==> config.mk <==
export PLATFORM = sky130hd
export DESIGN_NAME = spi_slave_rx_tx
export DESIGN_NICKNAME = d
export VERILOG_FILES = /design/src/rtl/spi_slave_rx_tx.sv
export SDC_FILE = /design/constraint.sdc
export NUM_CORES = 1
export LEC_CHECK = 0
export ABC_CLOCK_PERIOD_IN_PS = 2600
export CORE_ASPECT_RATIO = 0.8
export CORE_MARGIN = 3
export CORE_UTILIZATION = 54
export CTS_CLUSTER_SIZE = 30
export DETAILED_ROUTE_END_ITERATION = 10
export PLACE_DENSITY_LB_ADDON = 0.2
export SLEW_MARGIN = 20
export SYNTH_ARGS = -nofsm -noshare
export SYNTH_HDL_FRONTEND = slang
export SYNTH_SLANG_ARGS = --single-unit
==> constraint.sdc <==
create_clock -name clk -period 2.6 [get_ports clk]
set_input_delay 0.26 -clock clk [delete_from_list [all_inputs] [get_ports clk]]
set_output_delay 0.26 -clock clk [all_outputs]
set_load 0.02 [all_outputs]
==> src/rtl/spi_slave_rx_tx.sv <==
// spi_slave_rx_tx: byte-oriented SPI target, all four CPOL/CPHA modes.
// sck, ss_n and mosi are synchronized into clk and edge-detected, then a
// 3-state controller (IDLE/LOAD/ACTIVE) shifts full-duplex 8-bit frames
// MSB first. Local logic feeds a one-deep tx buffer and sees rx_valid pulses.
// Optional feature macro: SPI_SLAVE_UNDERRUN_EN adds a sticky underrun flag
// that records any byte load from an empty tx buffer.
module spi_slave_rx_tx #(
  parameter int SYNC_STAGES = 2
) (
  input  logic       clk,
  input  logic       rst,
  input  logic       sck,
  input  logic       ss_n,
  input  logic       mosi,
  output logic       miso,
  output logic       miso_oe,
  input  logic       cpol,
  input  logic       cpha,
  input  logic [7:0] tx_data,
  input  logic       tx_load,
  output logic       tx_ready,
  output logic [7:0] rx_data,
  output logic       rx_valid,
  output logic       busy
`ifdef SPI_SLAVE_UNDERRUN_EN
  ,
  output logic       underrun
`endif
);

  // Synchronizer depth never drops below two flops.
  localparam int SS = (SYNC_STAGES < 2) ? 2 : SYNC_STAGES;

  typedef enum logic [1:0] {IDLE, LOAD, ACTIVE} state_t;

  logic [SS-1:0] sck_sync_q, sck_sync_d;
  logic [SS-1:0] ss_sync_q, ss_sync_d;
  logic [SS-1:0] mosi_sync_q, mosi_sync_d;
  logic          sck_prev_q, sck_prev_d;
  logic          ss_prev_q, ss_prev_d;
  state_t        state_q, state_d;
  logic          cpol_q, cpol_d;
  logic          cpha_q, cpha_d;
  logic [2:0]    bit_cnt_q, bit_cnt_d;
  logic [6:0]    rx_shift_q, rx_shift_d;
  logic [7:0]    tx_shift_q, tx_shift_d;
  logic [7:0]    tx_buf_q, tx_buf_d;
  logic          tx_full_q, tx_full_d;
  logic [7:0]    rx_data_q, rx_data_d;
  logic          rx_valid_q, rx_valid_d;
  logic          miso_q, miso_d;
  logic          oe_q, oe_d;
  logic          busy_q, busy_d;
`ifdef SPI_SLAVE_UNDERRUN_EN
  logic          underrun_q, underrun_d;
`endif

  logic sck_s, ss_s, mosi_s;
  logic lead, trail, sample_e, shift_e, reload;

  assign sck_s  = sck_sync_q[SS-1];
  assign ss_s   = ss_sync_q[SS-1];
  assign mosi_s = mosi_sync_q[SS-1];

  // Next-state logic: synchronizers, edge detect, frame control, buffers.
  always_comb begin
    sck_sync_d  = {sck_sync_q[SS-2:0], sck};
    ss_sync_d   = {ss_sync_q[SS-2:0], ss_n};
    mosi_sync_d = {mosi_sync_q[SS-2:0], mosi};
    sck_prev_d  = sck_s;
    ss_prev_d   = ss_s;
    state_d     = state_q;
    cpol_d      = cpol_q;
    cpha_d      = cpha_q;
    bit_cnt_d   = bit_cnt_q;
    rx_shift_d  = rx_shift_q;
    tx_shift_d  = tx_shift_q;
    tx_buf_d    = tx_buf_q;
    tx_full_d   = tx_full_q;
    rx_data_d   = rx_data_q;
    rx_valid_d  = 1'b0;
`ifdef SPI_SLAVE_UNDERRUN_EN
    underrun_d  = underrun_q;
`endif
    reload      = 1'b0;

    // Leading edge leaves the idle polarity, trailing edge returns to it.
    lead     = (state_q == ACTIVE) && (sck_prev_q == cpol_q) && (sck_s != cpol_q);
    trail    = (state_q == ACTIVE) && (sck_prev_q != cpol_q) && (sck_s == cpol_q);
    sample_e = cpha_q ? trail : lead;
    shift_e  = cpha_q ? lead  : trail;

    case (state_q)
      IDLE: begin
        if (ss_prev_q && !ss_s) begin
          state_d    = LOAD;
          cpol_d     = cpol;
          cpha_d     = cpha;
          bit_cnt_d  = 3'd0;
          rx_shift_d = 7'd0;
          reload     = 1'b1;
        end
      end
      LOAD: begin
        state_d = ss_s ? IDLE : ACTIVE;
      end
      default: begin
        if (ss_s) begin
          // Deselect mid-byte drops the partial byte; tx buffer is untouched.
          state_d   = IDLE;
          bit_cnt_d = 3'd0;
        end else begin
          if (sample_e) begin
            rx_shift_d = {rx_shift_q[5:0], mosi_s};
            bit_cnt_d  = bit_cnt_q + 3'd1;
            if (bit_cnt_q == 3'd7) begin
              rx_data_d  = {rx_shift_q, mosi_s};
              rx_valid_d = 1'b1;
              if (cpha_q) reload = 1'b1;
            end
          end
          if (shift_e) begin
            if (!cpha_q && bit_cnt_q == 3'd0) begin
              reload = 1'b1;
            end else if (!(cpha_q && bit_cnt_q == 3'd0)) begin
              // In cpha=1 the first leading edge is skipped: MSB is already out.
              tx_shift_d = {tx_shift_q[6:0], 1'b0};
            end
          end
        end
      end
    endcase

    // A load accepted in the same clk as an empty-buffer reload stays buffered.
    if (tx_load && !tx_full_q) begin
      tx_buf_d  = tx_data;
      tx_full_d = 1'b1;
`ifdef SPI_SLAVE_UNDERRUN_EN
      underrun_d = 1'b0;
`endif
    end
    if (reload) begin
      tx_shift_d = tx_full_q ? tx_buf_q : 8'h00;
      if (tx_full_q) tx_full_d = 1'b0;
`ifdef SPI_SLAVE_UNDERRUN_EN
      if (!tx_full_q) underrun_d = 1'b1;
`endif
    end

    oe_d   = (state_d != IDLE);
    busy_d = (state_d != IDLE);
    miso_d = oe_d & tx_shift_d[7];
  end

  // State and output registers with synchronous active-low reset.
  always_ff @(posedge clk) begin
    if (!rst) begin
      sck_sync_q  <= '0;
      ss_sync_q   <= '1;
      mosi_sync_q <= '0;
      sck_prev_q  <= 1'b0;
      ss_prev_q   <= 1'b1;
      state_q     <= IDLE;
      cpol_q      <= 1'b0;
      cpha_q      <= 1'b0;
      bit_cnt_q   <= 3'd0;
      rx_shift_q  <= 7'd0;
      tx_shift_q  <= 8'd0;
      tx_buf_q    <= 8'd0;
      tx_full_q   <= 1'b0;
      rx_data_q   <= 8'd0;
      rx_valid_q  <= 1'b0;
      miso_q      <= 1'b0;
      oe_q        <= 1'b0;
      busy_q      <= 1'b0;
`ifdef SPI_SLAVE_UNDERRUN_EN
      underrun_q  <= 1'b0;
`endif
    end else begin
      sck_sync_q  <= sck_sync_d;
      ss_sync_q   <= ss_sync_d;
      mosi_sync_q <= mosi_sync_d;
      sck_prev_q  <= sck_prev_d;
      ss_prev_q   <= ss_prev_d;
      state_q     <= state_d;
      cpol_q      <= cpol_d;
      cpha_q      <= cpha_d;
      bit_cnt_q   <= bit_cnt_d;
      rx_shift_q  <= rx_shift_d;
      tx_shift_q  <= tx_shift_d;
      tx_buf_q    <= tx_buf_d;
      tx_full_q   <= tx_full_d;
      rx_data_q   <= rx_data_d;
      rx_valid_q  <= rx_valid_d;
      miso_q      <= miso_d;
      oe_q        <= oe_d;
      busy_q      <= busy_d;
`ifdef SPI_SLAVE_UNDERRUN_EN
      underrun_q  <= underrun_d;
`endif
    end
  end

  assign miso     = miso_q;
  assign miso_oe  = oe_q;
  assign tx_ready = ~tx_full_q;
  assign rx_data  = rx_data_q;
  assign rx_valid = rx_valid_q;
  assign busy     = busy_q;
`ifdef SPI_SLAVE_UNDERRUN_EN
  assign underrun = underrun_q;
`endif

endmodule

# Word level (Yosys, flattened, before mapping)

Cells that the tools add are included.

Eq/ne operators: 13
Reductions and logical operators: 24
Bitwise gates (word level): 7
$add $sub $neg: 1
Mux-type cells: 33

Operators with widths:

| kind                | number |
|---|---|
| $mux 8              | 7 |
| $mux 7              | 3 |
| $pmux 7 s2          | 1 |
| $mux 1              | 13 |
| $mux 3              | 3 |
| $logic_and 1x1->1   | 8 |
| $reduce_and 4->1    | 2 |
| $mux 2              | 3 |
| $ne 2x1->1 const B  | 3 |
| $ne 2x2->1 const B  | 3 |
| $not 1->1           | 6 |
| $pmux 3 s2          | 1 |
| $reduce_bool 2->1   | 3 |
| $reduce_and 5->1    | 1 |
| $reduce_or 5->1     | 1 |
| $pmux 2 s2          | 1 |
| $add 3x1->3 const B | 1 |
| $eq 3x3->1 const B  | 1 |
| $logic_not 1->1     | 3 |
| $logic_not 3->1     | 1 |
| $reduce_and 3->1    | 1 |
| $reduce_bool 3->1   | 1 |
| $eq 1x1->1          | 2 |
| $eq 2x1->1 const B  | 1 |
| 7 further kinds     | 8 |

Flip-flop bits (word level): 50
Output and inout port bits: 13
Bits of input ports: 16
Word-level logic and storage cells: 96

# Longest topological paths before layout

Depth in word-level cells: 11
Mapped depth: 7
Mapped depth without buffers: 6

# Worst setup path before layout

Ideal clock, no wire load.

Path kind: register to register
Start point: register bit_cnt_q[0]
End point: register tx_shift_q[7]
Setup slack: 0.768 ns
Path buffers: 1
Required time: 2.509 ns
Cell stages (with the launch flop): 8
Setup time: 0.091 ns
Period minus slack after synthesis: 1.832 ns
Arrival time: 1.741 ns
Cells stage by stage: dfxtp_1 > ha_1 > ha_1 > and2_2 > o311ai_0 > clkbuf_1 > nor3_1 > a311oi_1

Cells in the longest elaborated chain, start to end: 8
Elaborated cells between the ends (all ways): 16
Classes of those cells: eq/ne (1); mux (12); reduce/logical (3)

Ends and longest elaborated chain:

| item                                          | line          | source |
|---|---|---|
| start, declared                               | 44            | `logic [2:0] bit_cnt_q, bit_cnt_d;` |
| start signal, assigned                        | 188           | `bit_cnt_q <= bit_cnt_d;` |
| $eq 3x3->1 or $logic_not 3->1 (tied branches) | 116, 123, 125 |  |
| $mux 1 or $logic_and 1x1->1 (tied branches)   | 116, 125      |  |
| $mux 1 or $mux 8 (tied branches)              | 113, 125      |  |
| $mux 1 or $mux 8 (tied branches)              | 123           | `if (!cpha_q && bit_cnt_q == 3'd0) begin` |
| $mux 1 or $mux 8 (tied branches)              | 122           | `if (shift_e) begin` |
| $mux 1 or $mux 8 (tied branches)              | 108           | `if (ss_s) begin` |
| $pmux 1 s2 or $mux 8 (tied branches)          | 93            | `case (state_q)` |
| $mux 8 *                                      | 142           | `if (reload) begin` |
| end signal, assigned                          | 190           | `tx_shift_q <= tx_shift_d;` |
| end, declared                                 | 46            | `logic [7:0] tx_shift_q, tx_shift_d;` |

Mark *: on every way between the ends. The rest lies on a longest branch, timed or not. The select of a mux whose other input is x is not followed.
A chain may end at the register's enable or synchronous reset.

# Final worst setup path

Start point: register cpha_q
End point: register tx_shift_q[6]

Cells in the longest elaborated chain, start to end: 9
Elaborated cells between the ends (all ways): 19
Classes of those cells: eq/ne (4); mux (10); reduce/logical (5)

Ends and longest elaborated chain:

| item                                                | line | source |
|---|---|---|
| start, declared                                     | 43   | `logic cpha_q, cpha_d;` |
| start signal, assigned                              | 187  | `cpha_q <= cpha_d;` |
| $mux 1                                              | 119  | `if (cpha_q) reload = 1'b1;` |
| $mux 1                                              | 116  | `if (bit_cnt_q == 3'd7) begin` |
| $mux 1                                              | 113  | `if (sample_e) begin` |
| $mux 1                                              | 123  |  |
| $mux 1                                              | 122  |  |
| $mux 1                                              | 108  |  |
| $pmux 1 s2                                          | 93   |  |
| $ne 2x2->1 (no source line) (tied with other cells) | --   |  |
| $reduce_and 5->1 (no source line)                   | --   |  |

Parallel ways exist; a longest one is shown, timed or not.

==> metrics.yaml <==
status: "finished clean"
track_usage_pct: 17.8
regToRegStartpoint: "cpha_q"
final-max-slew-violation-count: 0
synthCells: 237
synth_top_area_cell: "dfxtp_1"
setup_violations: 0
syn2layout_area_growth_pct: 18.7
synth.top_cell.area_share_pct: 46.7
endpoint_kind: "flip-flop"
cp_data_required_time_ps: 2800
min_from: "ss_sync_q[0]"
combPwrFrac_pct: 7.3
grt_antenna_before_repair: 0
fillers: 306
fin_nets: 276
synth_flop_cell: "dfxtp_1"
drt_iter0_markers: 167
dr.pass1.iters: 4
cts_resized: 0
num_io_pins: 29
fin_tns_setup_ps: 0
synthSimpleGateAreaFrac_pct: 24.9
swShare_pct: 22.5
clock.fmax_mhz: 492
dpl_cell_area_um2: 2430
multi_input_area_um2: 1050
wl_per_cell_um: 13.4
synth.cell_area_um2: 2140
cts_tree: "built"
place.gp.congestion: 0.874
skew_ps: 6.85
grt_pass1_wl_um: 6960
hold_buffers: 0
viasPerCell: 5.48
synth.top_cells.by_area: "dfxtp_1 (47%), mux2i_1 (9.3%), nand2_1 (6.5%)"
start_kind: "flip-flop"
worstMarginPinSlew_ps: 834
power_density_nw_per_um2: 570
wl_um: 4160
antenna_cells: 0
crit_family: "multiplexers"
cts_buffers: 5
reg2reg_depth: 4
r2r_slack_ps: 570
whs_endpoint: "ss_sync_q[1]"
insertion_delay_ps: 300
intPower_mw: 1.12
leakagePower_nw: 0.926
post-dp-hpwl_um: 2900
core_area_um2: 3610
start_util_pct: 59.3
power.ir.vdd_worst_mv: 0.541
dpl_worst_slack_ps: 581
critPathBufInv: 0
ys_seq_area_share_pct: 46.7
io_buffers: 28
final_antenna_net_count: 0
synth_top_family_by_area: "simple AND/OR/NAND/NOR gates"
min_period_ps: 2030
ys_seq_elements: 50
htree_num_levels: 2
avgSynthCellArea_um2: 9.05
cp.depth: 4
cts_setup_buffers: 0
path_cells: "xor2_2 > mux2i_1 > o21ai_0 > a311oi_1"
grt_pass1_vias: 1451
synth_edf_count: 0
slew_headroom_pct: 42.8
finalPower_mw: 1.45
grt_max_degree: 28
synthArstFlopShare_pct: 0
max_stage_delay_ps: 740
clock_path_buffers: 2
clock-sinks: 50
min_path_cells: 1
synth_compound_area_share_pct: 11.6
cap_violations: 0
crit_slowest_cell: "mux2i_1"
drc: 0
synthDistinctLibCells: 39
worstSetupPathType: "reg2reg"
gr-total-overflow: 0
p_clk_share_pct: 37.3
worst_slack_ps: 569
cts_root_buf: "clkbuf_8"
regArea_um2: 1000
synth_fa_ha_area_share_pct: 1.75
critical_path_arrival_ps: 2230
dieWidth_um: 76.5
clk_pin_slew_ps: 90
muxShareOfSynthArea_pct: 9.86
die_y_um: 62.4
dieArea_um2: 4770
hold_viol: 0
synthXorXnorAreaFrac_pct: 0.758
rsz0062_at_grt: "no"
std_cell_rows: 19
p_switching_uw: 326
rr_endpoint: "tx_shift_q[6]"
routed-via-count: 1699
design_area_um2: 2540
worstPathMaxFanout: 15
p_seq_share_pct: 55.3
drive_gt1_share_pct: 9.30
period_share_pct: 78.1
syn_nets: 256
hold_class: "reg2reg"
ys_warn_count: 0
[per-stage QoR]
step	std cells	hold slack, ps	utilization (%)
finish	310	417	70.4
floorplan	237	361	-
global route	310	443	70.4
global placement	302	394	67.3
detailed placement	302	397	67.3
CTS	310	420	70.4
[metal layers]
metal / part of all wire (%) / GRT usage [%] / vias to the layer above
met5: 0 / 0 / -
met4: 0.46 / 4.75 / 0
met3: 5.4 / 3.90 / 2
met1: 53 / 27.3 / 787
li1: - / - / 863
met2: 41 / 24.8 / 47
[power by group through the flow]
stage / Sequential, mW / Combinational (mW) / Clock [mW]
2_1_floorplan: 0.814 / 0.0690 / 0
3_3_place_gp: 0.820 / 0.103 / 0
3_5_place_dp: 0.820 / 0.105 / 0
4_1_cts: 0.802 / 0.106 / 0.550
5_1_grt: 0.806 / 0.116 / 0.585
6_report: 0.803 / 0.106 / 0.541
[flip-flops by register name, summed over array words and instances (netlist names), 2 cells and up]
signal       cells
bit_cnt_q        3
mosi_sync_q      2
rx_data          8
rx_shift_q       7
sck_sync_q       2
ss_sync_q        2
state_q          2
tx_buf_q         8
tx_shift_q       8
[worst max-delay path by stage]
stage                  from             to  slack (ps)
4_1_cts              cpha_q  tx_shift_q[4]         600
2_1_floorplan  bit_cnt_q[0]  tx_shift_q[7]         770
3_3_place_gp         cpha_q  tx_shift_q[7]         680
6_report             cpha_q  tx_shift_q[6]         570
3_5_place_dp         cpha_q  tx_shift_q[7]         580
5_1_grt              cpha_q  tx_shift_q[7]         420
[logic make-up (layout without fill, tap and decap cells)]
| group | Yosys count | after routing |
|---|---|---|
| compound gates | 39 | 39 |
| buf+inv | 22 | 43 |
| xor+xnor | 1 | 1 |
| mux | 21 | 21 |
| simple gates | 101 | 101 |
| fa+ha+maj | 3 | 3 |
| flops | 50 | 50 |
[worst reg2reg max path, stage by stage, from the launching register on]
cell and delay, ps:
dfxtp_1 430, xor2_2 230, mux2i_1 740, o21ai_0 240, a311oi_1 290
[cell usage after synthesis (7+ instances only)]
cell	n
nand2_1	37
dfxtp_1	50
o21ai_0	9
mux2i_1	20
nor2_1	7
a311oi_1	7
a21oi_1	11
nand3_1	17
clkbuf_1	12
[layout by cell type (no fill, tap or decap), drive strengths merged]
master	n
inv	3
clkinv	1
xor2	1
a31oi	1
nand3b	1
dfxtp	50
nand2b	5
clkinvlp	2
nand2	37
a21oi	11
mux2	1
a311oi	7
clkdlybuf4s50	28
and3	1
and2	7
nand3	17
mux2i	20
or2	3
a211oi	6
nor3	3
nor3b	1
nor4b	2
o21ai	9
nor2	7
o22ai	2
nand4b	1
o211ai	1
buf	3
ha	3
bufinv	1
o311ai	1
clkbuf	5
nand4	2
or3b	8
o31ai	1
nor2b	6
[final cells by class]
class	count	share of cell area (%)
Tap cell	52	2.56
Multi-Input combinational cell	165	41.2
Clock buffer	5	2.70
Timing Repair Buffer	31	11.9
Inverter	4	0.590
Sequential cell	50	39.3
Clock inverter	3	1.77
No activity file was read; power rests on OpenSTA's default activity.
